$ cat src/rtl/switch_pkg.sv
// Shared types and constants for the four-port byte switch.
package switch_pkg;

  localparam int unsigned DATA_W    = 8;
  localparam int unsigned NUM_PORTS = 4;
  localparam int unsigned PORT_W    = $clog2(NUM_PORTS);

  typedef logic [DATA_W-1:0] byte_t;
  typedef logic [PORT_W-1:0] port_idx_t;

  // Input framing FSM: waiting for a DA, forwarding a packet, or discarding one.
  typedef enum logic [1:0] {
    StIdle,
    StFwd,
    StDrop
  } state_e;

endpackage

$ cat src/rtl/switch_fifo.sv
// Single-clock byte FIFO with occupancy count; one instance per output port.
module switch_fifo
  import switch_pkg::*;
#(
  parameter int unsigned Depth = 64,
  localparam int unsigned PtrW = $clog2(Depth)
) (
  input  logic          clk_i,
  input  logic          rst_ni,
  input  logic          push_i,
  input  logic          pop_i,
  input  byte_t         wdata_i,
  output byte_t         rdata_o,
  output logic          empty_o,
  output logic          full_o,
  output logic [PtrW:0] count_o
);

  localparam logic [PtrW:0] FullCount = (PtrW + 1)'(Depth);

  byte_t           mem_q [Depth];
  logic [PtrW-1:0] wr_ptr_q, wr_ptr_d;
  logic [PtrW-1:0] rd_ptr_q, rd_ptr_d;
  logic [PtrW:0]   count_q, count_d;
  logic            do_push, do_pop;

  // Pop is qualified by non-empty; a push into a full FIFO still lands when a pop frees a slot.
  always_comb begin
    do_pop   = pop_i && (count_q != '0);
    do_push  = push_i && ((count_q != FullCount) || do_pop);
    wr_ptr_d = wr_ptr_q;
    rd_ptr_d = rd_ptr_q;
    count_d  = count_q;
    if (do_push) wr_ptr_d = wr_ptr_q + 1'b1;
    if (do_pop)  rd_ptr_d = rd_ptr_q + 1'b1;
    if (do_push && !do_pop)      count_d = count_q + 1'b1;
    else if (do_pop && !do_push) count_d = count_q - 1'b1;
  end

  // Pointer and occupancy state.
  always_ff @(posedge clk_i or negedge rst_ni) begin
    if (!rst_ni) begin
      wr_ptr_q <= '0;
      rd_ptr_q <= '0;
      count_q  <= '0;
    end else begin
      wr_ptr_q <= wr_ptr_d;
      rd_ptr_q <= rd_ptr_d;
      count_q  <= count_d;
    end
  end

  // Storage array; contents are don't-care while empty, so no reset.
  always_ff @(posedge clk_i) begin
    if (do_push) mem_q[wr_ptr_q] <= wdata_i;
  end

  assign rdata_o = mem_q[rd_ptr_q];
  assign empty_o = (count_q == '0);
  assign full_o  = (count_q == FullCount);
  assign count_o = count_q;

endmodule

$ cat src/rtl/switch.sv
// Four-port packet switch: DA decode against programmable port addresses,
// per-port FIFO buffering and registered read-side outputs.
module switch
  import switch_pkg::*;
#(
  parameter int unsigned FIFO_DEPTH = 64
) (
  input  logic              clk,
  input  logic              reset,
  input  logic              mem_en,
  input  logic              mem_rd_wr,
  input  logic [1:0]        mem_add,
  input  logic [DATA_W-1:0] mem_data,
  input  logic [DATA_W-1:0] data,
  input  logic              data_status,
  input  logic              read_0,
  input  logic              read_1,
  input  logic              read_2,
  input  logic              read_3,
  output logic [DATA_W-1:0] port0,
  output logic [DATA_W-1:0] port1,
  output logic [DATA_W-1:0] port2,
  output logic [DATA_W-1:0] port3,
  output logic              ready_0,
  output logic              ready_1,
  output logic              ready_2,
  output logic              ready_3,
  output logic              fifo_full
);

  localparam int unsigned CntW = $clog2(FIFO_DEPTH) + 1;

  byte_t                addr_reg_q [NUM_PORTS];
  byte_t                addr_reg_d [NUM_PORTS];
  byte_t                port_q     [NUM_PORTS];
  byte_t                port_d     [NUM_PORTS];
  byte_t                rdata      [NUM_PORTS];
  logic [CntW-1:0]      count      [NUM_PORTS];
  state_e               state_q, state_d;
  port_idx_t            dest_q, dest_d;
  port_idx_t            da_idx;
  logic                 da_hit;
  logic [NUM_PORTS-1:0] read, push, empty, full, ready;

  assign read = {read_3, read_2, read_1, read_0};

  // Port-address register writes; reads are a no-op.
  always_comb begin
    for (int i = 0; i < NUM_PORTS; i++) addr_reg_d[i] = addr_reg_q[i];
    if (mem_en && mem_rd_wr) addr_reg_d[mem_add] = mem_data;
  end

  // DA match: scan high to low so the lowest matching index wins.
  always_comb begin
    da_hit = 1'b0;
    da_idx = '0;
    for (int i = NUM_PORTS - 1; i >= 0; i--) begin
      if (data == addr_reg_q[i]) begin
        da_hit = 1'b1;
        da_idx = port_idx_t'(i);
      end
    end
  end

  // Framing FSM next state and FIFO push steering.
  always_comb begin
    state_d = state_q;
    dest_d  = dest_q;
    push    = '0;
    unique case (state_q)
      StIdle: begin
        if (data_status) begin
          if (da_hit) begin
            dest_d       = da_idx;
            push[da_idx] = 1'b1;
            state_d      = StFwd;
          end else begin
            state_d = StDrop;
          end
        end
      end
      StFwd: begin
        if (data_status) push[dest_q] = 1'b1;
        else             state_d      = StIdle;
      end
      StDrop: begin
        if (!data_status) state_d = StIdle;
      end
      default: state_d = StIdle;
    endcase
  end

  // Output byte registers capture the FIFO head only on a real pop.
  always_comb begin
    for (int i = 0; i < NUM_PORTS; i++) begin
      port_d[i] = (read[i] && !empty[i]) ? rdata[i] : port_q[i];
    end
  end

  // Control state, address registers and output bytes.
  always_ff @(posedge clk or negedge reset) begin
    if (!reset) begin
      state_q <= StIdle;
      dest_q  <= '0;
      for (int i = 0; i < NUM_PORTS; i++) begin
        addr_reg_q[i] <= '0;
        port_q[i]     <= '0;
      end
    end else begin
      state_q <= state_d;
      dest_q  <= dest_d;
      for (int i = 0; i < NUM_PORTS; i++) begin
        addr_reg_q[i] <= addr_reg_d[i];
        port_q[i]     <= port_d[i];
      end
    end
  end

  for (genvar g = 0; g < NUM_PORTS; g++) begin : gen_fifo
    switch_fifo #(
      .Depth (FIFO_DEPTH)
    ) u_fifo (
      .clk_i   (clk),
      .rst_ni  (reset),
      .push_i  (push[g]),
      .pop_i   (read[g]),
      .wdata_i (data),
      .rdata_o (rdata[g]),
      .empty_o (empty[g]),
      .full_o  (full[g]),
      .count_o (count[g])
    );
    assign ready[g] = (count[g] != '0);
  end

  assign port0     = port_q[0];
  assign port1     = port_q[1];
  assign port2     = port_q[2];
  assign port3     = port_q[3];
  assign ready_0   = ready[0];
  assign ready_1   = ready[1];
  assign ready_2   = ready[2];
  assign ready_3   = ready[3];
  assign fifo_full = |full;

endmodule

$ cat config.mk
export PLATFORM = sky130hd
export DESIGN_NAME = switch
export DESIGN_NICKNAME = d
export VERILOG_FILES = /design/src/rtl/switch_pkg.sv /design/src/rtl/switch_fifo.sv /design/src/rtl/switch.sv
export SDC_FILE = /design/constraint.sdc
export NUM_CORES = 2
export LEC_CHECK = 0
export BUFFER_PORTS_ARGS = -buffer_cell sky130_fd_sc_hd__buf_4
export CAP_MARGIN = 5
export CORE_ASPECT_RATIO = 0.5
export CORE_MARGIN = 10
export CORE_UTILIZATION = 55
export DETAILED_ROUTE_END_ITERATION = 16
export GPL_ROUTABILITY_DRIVEN = 1
export PLACE_DENSITY = 0.8
export SLEW_MARGIN = 20
export SYNTH_ARGS = -nofsm -noshare
export SYNTH_HDL_FRONTEND = slang
export SYNTH_HIERARCHICAL = 1
export SYNTH_SLANG_ARGS = --single-unit
$ cat constraint.sdc
create_clock -name clk -period 7.5 [get_ports clk]
set_clock_uncertainty 0.15 [all_clocks]
set_input_delay 0.375 -clock clk [delete_from_list [all_inputs] [get_ports clk]]
set_output_delay 0.375 -clock clk [all_outputs]
set_load 0.1 [all_outputs]
==> flow_summary.yaml <==
critical_path:
  path_class: "input port to flop"
  crit_chain: "dlygate4sd3_1, clkbuf_8, xor2_1, nor4_1, nand2_1, o32ai_1, inv_1, a41oi_2, nand4_1, nor2_1"
  critPathCaptureType: "flop"
  cp.arrival_ns: 5.15
  cp_slowest_stage_delay_ns: 0.98
  crit_path_max_fanout: 73
  cp-start-kind: "input port"
  critical_path.slowest_cell: "nand4_1"
  required_ns: 7.78
detailed_routing:
  route.detailed.drc: 0
  wirelength_um: 196000
  drt-initial-drc-count: 5937
  drt-pass1-iter-count: 5
  wl_per_cell_um: 28.8
  vias: 44800
  met1_length_um: 73600
  met2WireLength_um: 94500
  top_layer: "met5"
  met3_length_um: 21700
  vias_per_cell: 6.56
  ant_nets: 0
floorplanning:
  initial_core_util_pct: 55.3
  dieHeight_um: 302
  dieWidth_um: 583
  io_pins: 64
  rows: 103
  die_area_um2: 176000
  core-area_um2: 158000
sta:
  worst_pin_slew_ns: 1.18
  setup_viol: 0
  rsz0062_at_grt: "no"
  finalHoldViolations: 0
  finalCriticalPeriod_ns: 4.87
  setup_tns_ns: 0
  slew_viol_final: 0
  hold_ws_ns: 0.0112
  fmaxAchievable_mhz: 205
  maxSlewHeadroom_pct: 19.4
  period_share_pct: 65.0
synthesis:
  synthTopCellsByArea: "edfxtp_1 71%, mux4_2 10%, dfrtp_1 4.1%"
  synth_area_leader_cell: "edfxtp_1"
  yosysMostFrequentCell: "edfxtp_1"
  ys.flop_type: "edfxtp_1"
  ys_ff_latch: 2192
  yosysSeqAreaShare_pct: 74.7
  synth_top_area_share_pct: 70.5
  post_synth.cell_area_avg_um2: 19.5
  synth_cell_types: 74
  synth_commonest_cells: "2048 x edfxtp_1, 393 x mux4_2, 339 x mux2i_1"
  syn_nets: 4531
  syn_area_um2: 87200
  async_flop_share_pct: 6.57
  synth_edf_count: 2048
  syn_inst: 4462
  yosysWarnings: 6
clock_tree:
  clkLatencyLatePin_ns: 0.81
  clk_pin_slew_worst_paths_ns: 0.06
  clockBufferDepth: 3
  cts_setup_buffers: 0
  htree_levels: 4
  cts_tree: "built"
  cts_made_buffers: 184
  cts-root-buf: "clkbuf_16"
  cts.sinks: 2192
finish:
  fillers: 10400
  area_growth_pct: 9.60
  seq_area_um2: 65100
  fin_nets: 4638
  layout-drive-gt1-share_pct: 18.9
  multi_input_area_um2: 20600
placement:
  routabilityCongestion: 0.892
  io_buffers: 63
  dp_hpwl_um: 119000
global_routing:
  grt_use_total_pct: 22.1
  grt_max_degree: 130
  grt_pass1_wl_um: 295000
  grt.overflow.total: 0
  grt_pass1_vias: 45000
  grt_antenna_before_repair: 5
power:
  leakagePower_nw: 30.8
  peakVddDrop_uv: 341
  p_per_area_nw_per_um2: 348
run_status:
  outcome: "completed"
min_path:
  hp-class: "input port to async pin"
flow_run:
  drv_cap: 0
[state kept, by name, summed over array words and instances (netlist names), 24 cells and up]
signal and flops:
gen_fifo.u_fifo/rd_ptr_q 24, gen_fifo.u_fifo/count_o 28, gen_fifo.u_fifo/mem_q 2048, addr_reg_q 32
gen_fifo.u_fifo/wr_ptr_q 24
[critical path: cells and delay by family]
kind	cells	cell delay (ns)
AOI/OAI and AO/OA	2	0.96
buffers and inverters	3	1.13
and+or+nand+nor	4	2.46
xor gates and xnor gates	1	0.14
[what timing repair did]
item | in CTS | in global routing
endpoints found under the hold margin | 282 | 0
setup endpoints to repair | 0 | 0
hold buffers | 23 | 0
resized for setup | 0 | 0
[stage by stage]
stage / std cells / instance area, um2 / utilization [%] / setup slack [ns] / total power [W]
after CTS: 6824 / 95600 / 60.6 / 2.84 / 0.0333
after detailed placement: 6460 / 89400 / 56.7 / 2.35 / 0.0238
after global routing: 6825 / 95600 / 60.6 / 2.54 / 0.0343
after floorplan: 4462 / 87200 / - / 4.01 / 0.0214
after global placement: 6460 / 89400 / 56.7 / 2.40 / 0.0236
final: 6825 / 95600 / 60.6 / 2.63 / 0.0333
[cell families (layout without fill, tap and decap cells)]
family / after synthesis / after routing / share of synthesized area, %
xor gates and xnor gates: 87 / 87 / 0.874
adders and majority gates: 42 / 42 / 0.637
AOI/OAI and AO/OA: 425 / 425 / 3.50
DFF: 2192 / 2192 / 74.7
other: 0 / 1 / 0
muxes: 812 / 812 / 15.1
buffers and inverters: 255 / 517 / 1.76
and+or+nand+nor: 649 / 649 / 3.46
[final timing paths]
check | slack, ns | depth (start not counted) | endpoint | from
min in group clk | 0.03 | 1 | gen_fifo[3].u_fifo/mem_q[58][1]$_DFFE_PP_ | data[1]
max in group asynchronous | 5.45 | 3 | gen_fifo[2].u_fifo/rd_ptr_q[1]$_DFFE_PN0P_ | reset
worst max register to register | 2.87 | 8 | gen_fifo[2].u_fifo/mem_q[47][1]$_DFFE_PP_ | addr_reg_q[14]$_DFFE_PN0P_
worst min register to register | 0.36 | 2 | state_q[1]$_DFFE_PN0P_ | state_q[1]$_DFFE_PN0P_
worst max-delay path | 2.63 | 10 | gen_fifo[2].u_fifo/mem_q[47][1]$_DFFE_PP_ | data[4]
worst min-delay path | 0.01 | 2 | port3[6]$_DFFE_PN0P_ | reset
[cell type report]
cell class | count | share of cell area (%)
Antenna cell | 1 | 0.00262
Clock buffer | 257 | 5.36
Clock inverter | 84 | 0.837
Inverter | 37 | 0.145
Multi-Input combinational cell | 2015 | 21.5
Sequential cell | 2192 | 68.1
Tap cell | 2100 | 2.75
Timing Repair Buffer | 139 | 1.24
[where the power goes]
part           internal [W]  total, W  leakage (nW)  switching [W]
Clock               0.00526   0.00947          2.90        0.00421
Combinational       0.00386   0.00928          7.77        0.00542
Sequential           0.0137    0.0145          20.2       0.000838
Total                0.0228    0.0333          30.8         0.0105
[per-layer routing]
metal  global-route usage [%]  vias up
met2                     35.4     2859
met3                     4.87      449
met5                        0        -
li1                         -    18400
met1                     30.6    23100
met4                     7.20        2
[layout by cell type (no fill, tap or decap), types with 9 or more instances in the layout]
cell	instances
a2111oi_0	11
a211oi_1	86
a21o_1	13
a21oi_1	20
a22o_1	11
a22oi_1	41
a31oi_1	10
and2_1	9
and3_1	23
buf_4	104
bufinv_16	14
clkbuf_1	55
clkbuf_16	190
clkbuf_8	20
clkinv_1	26
clkinv_2	30
dfrtp_1	133
dlygate4sd3_1	23
edfxtp_1	2048
ha_1	38
inv_1	36
inv_6	9
mux2_2	78
mux2i_1	339
mux4_2	393
nand2_1	130
nand2b_1	11
nand3_1	27
nand3b_1	13
nand4_1	9
nor2_1	320
nor2b_1	23
nor3_1	11
nor4_1	26
o21ai_0	37
o22ai_1	111
o41ai_1	18
xnor2_1	42
xor2_1	45
No activity file was read; power rests on OpenSTA's default activity.
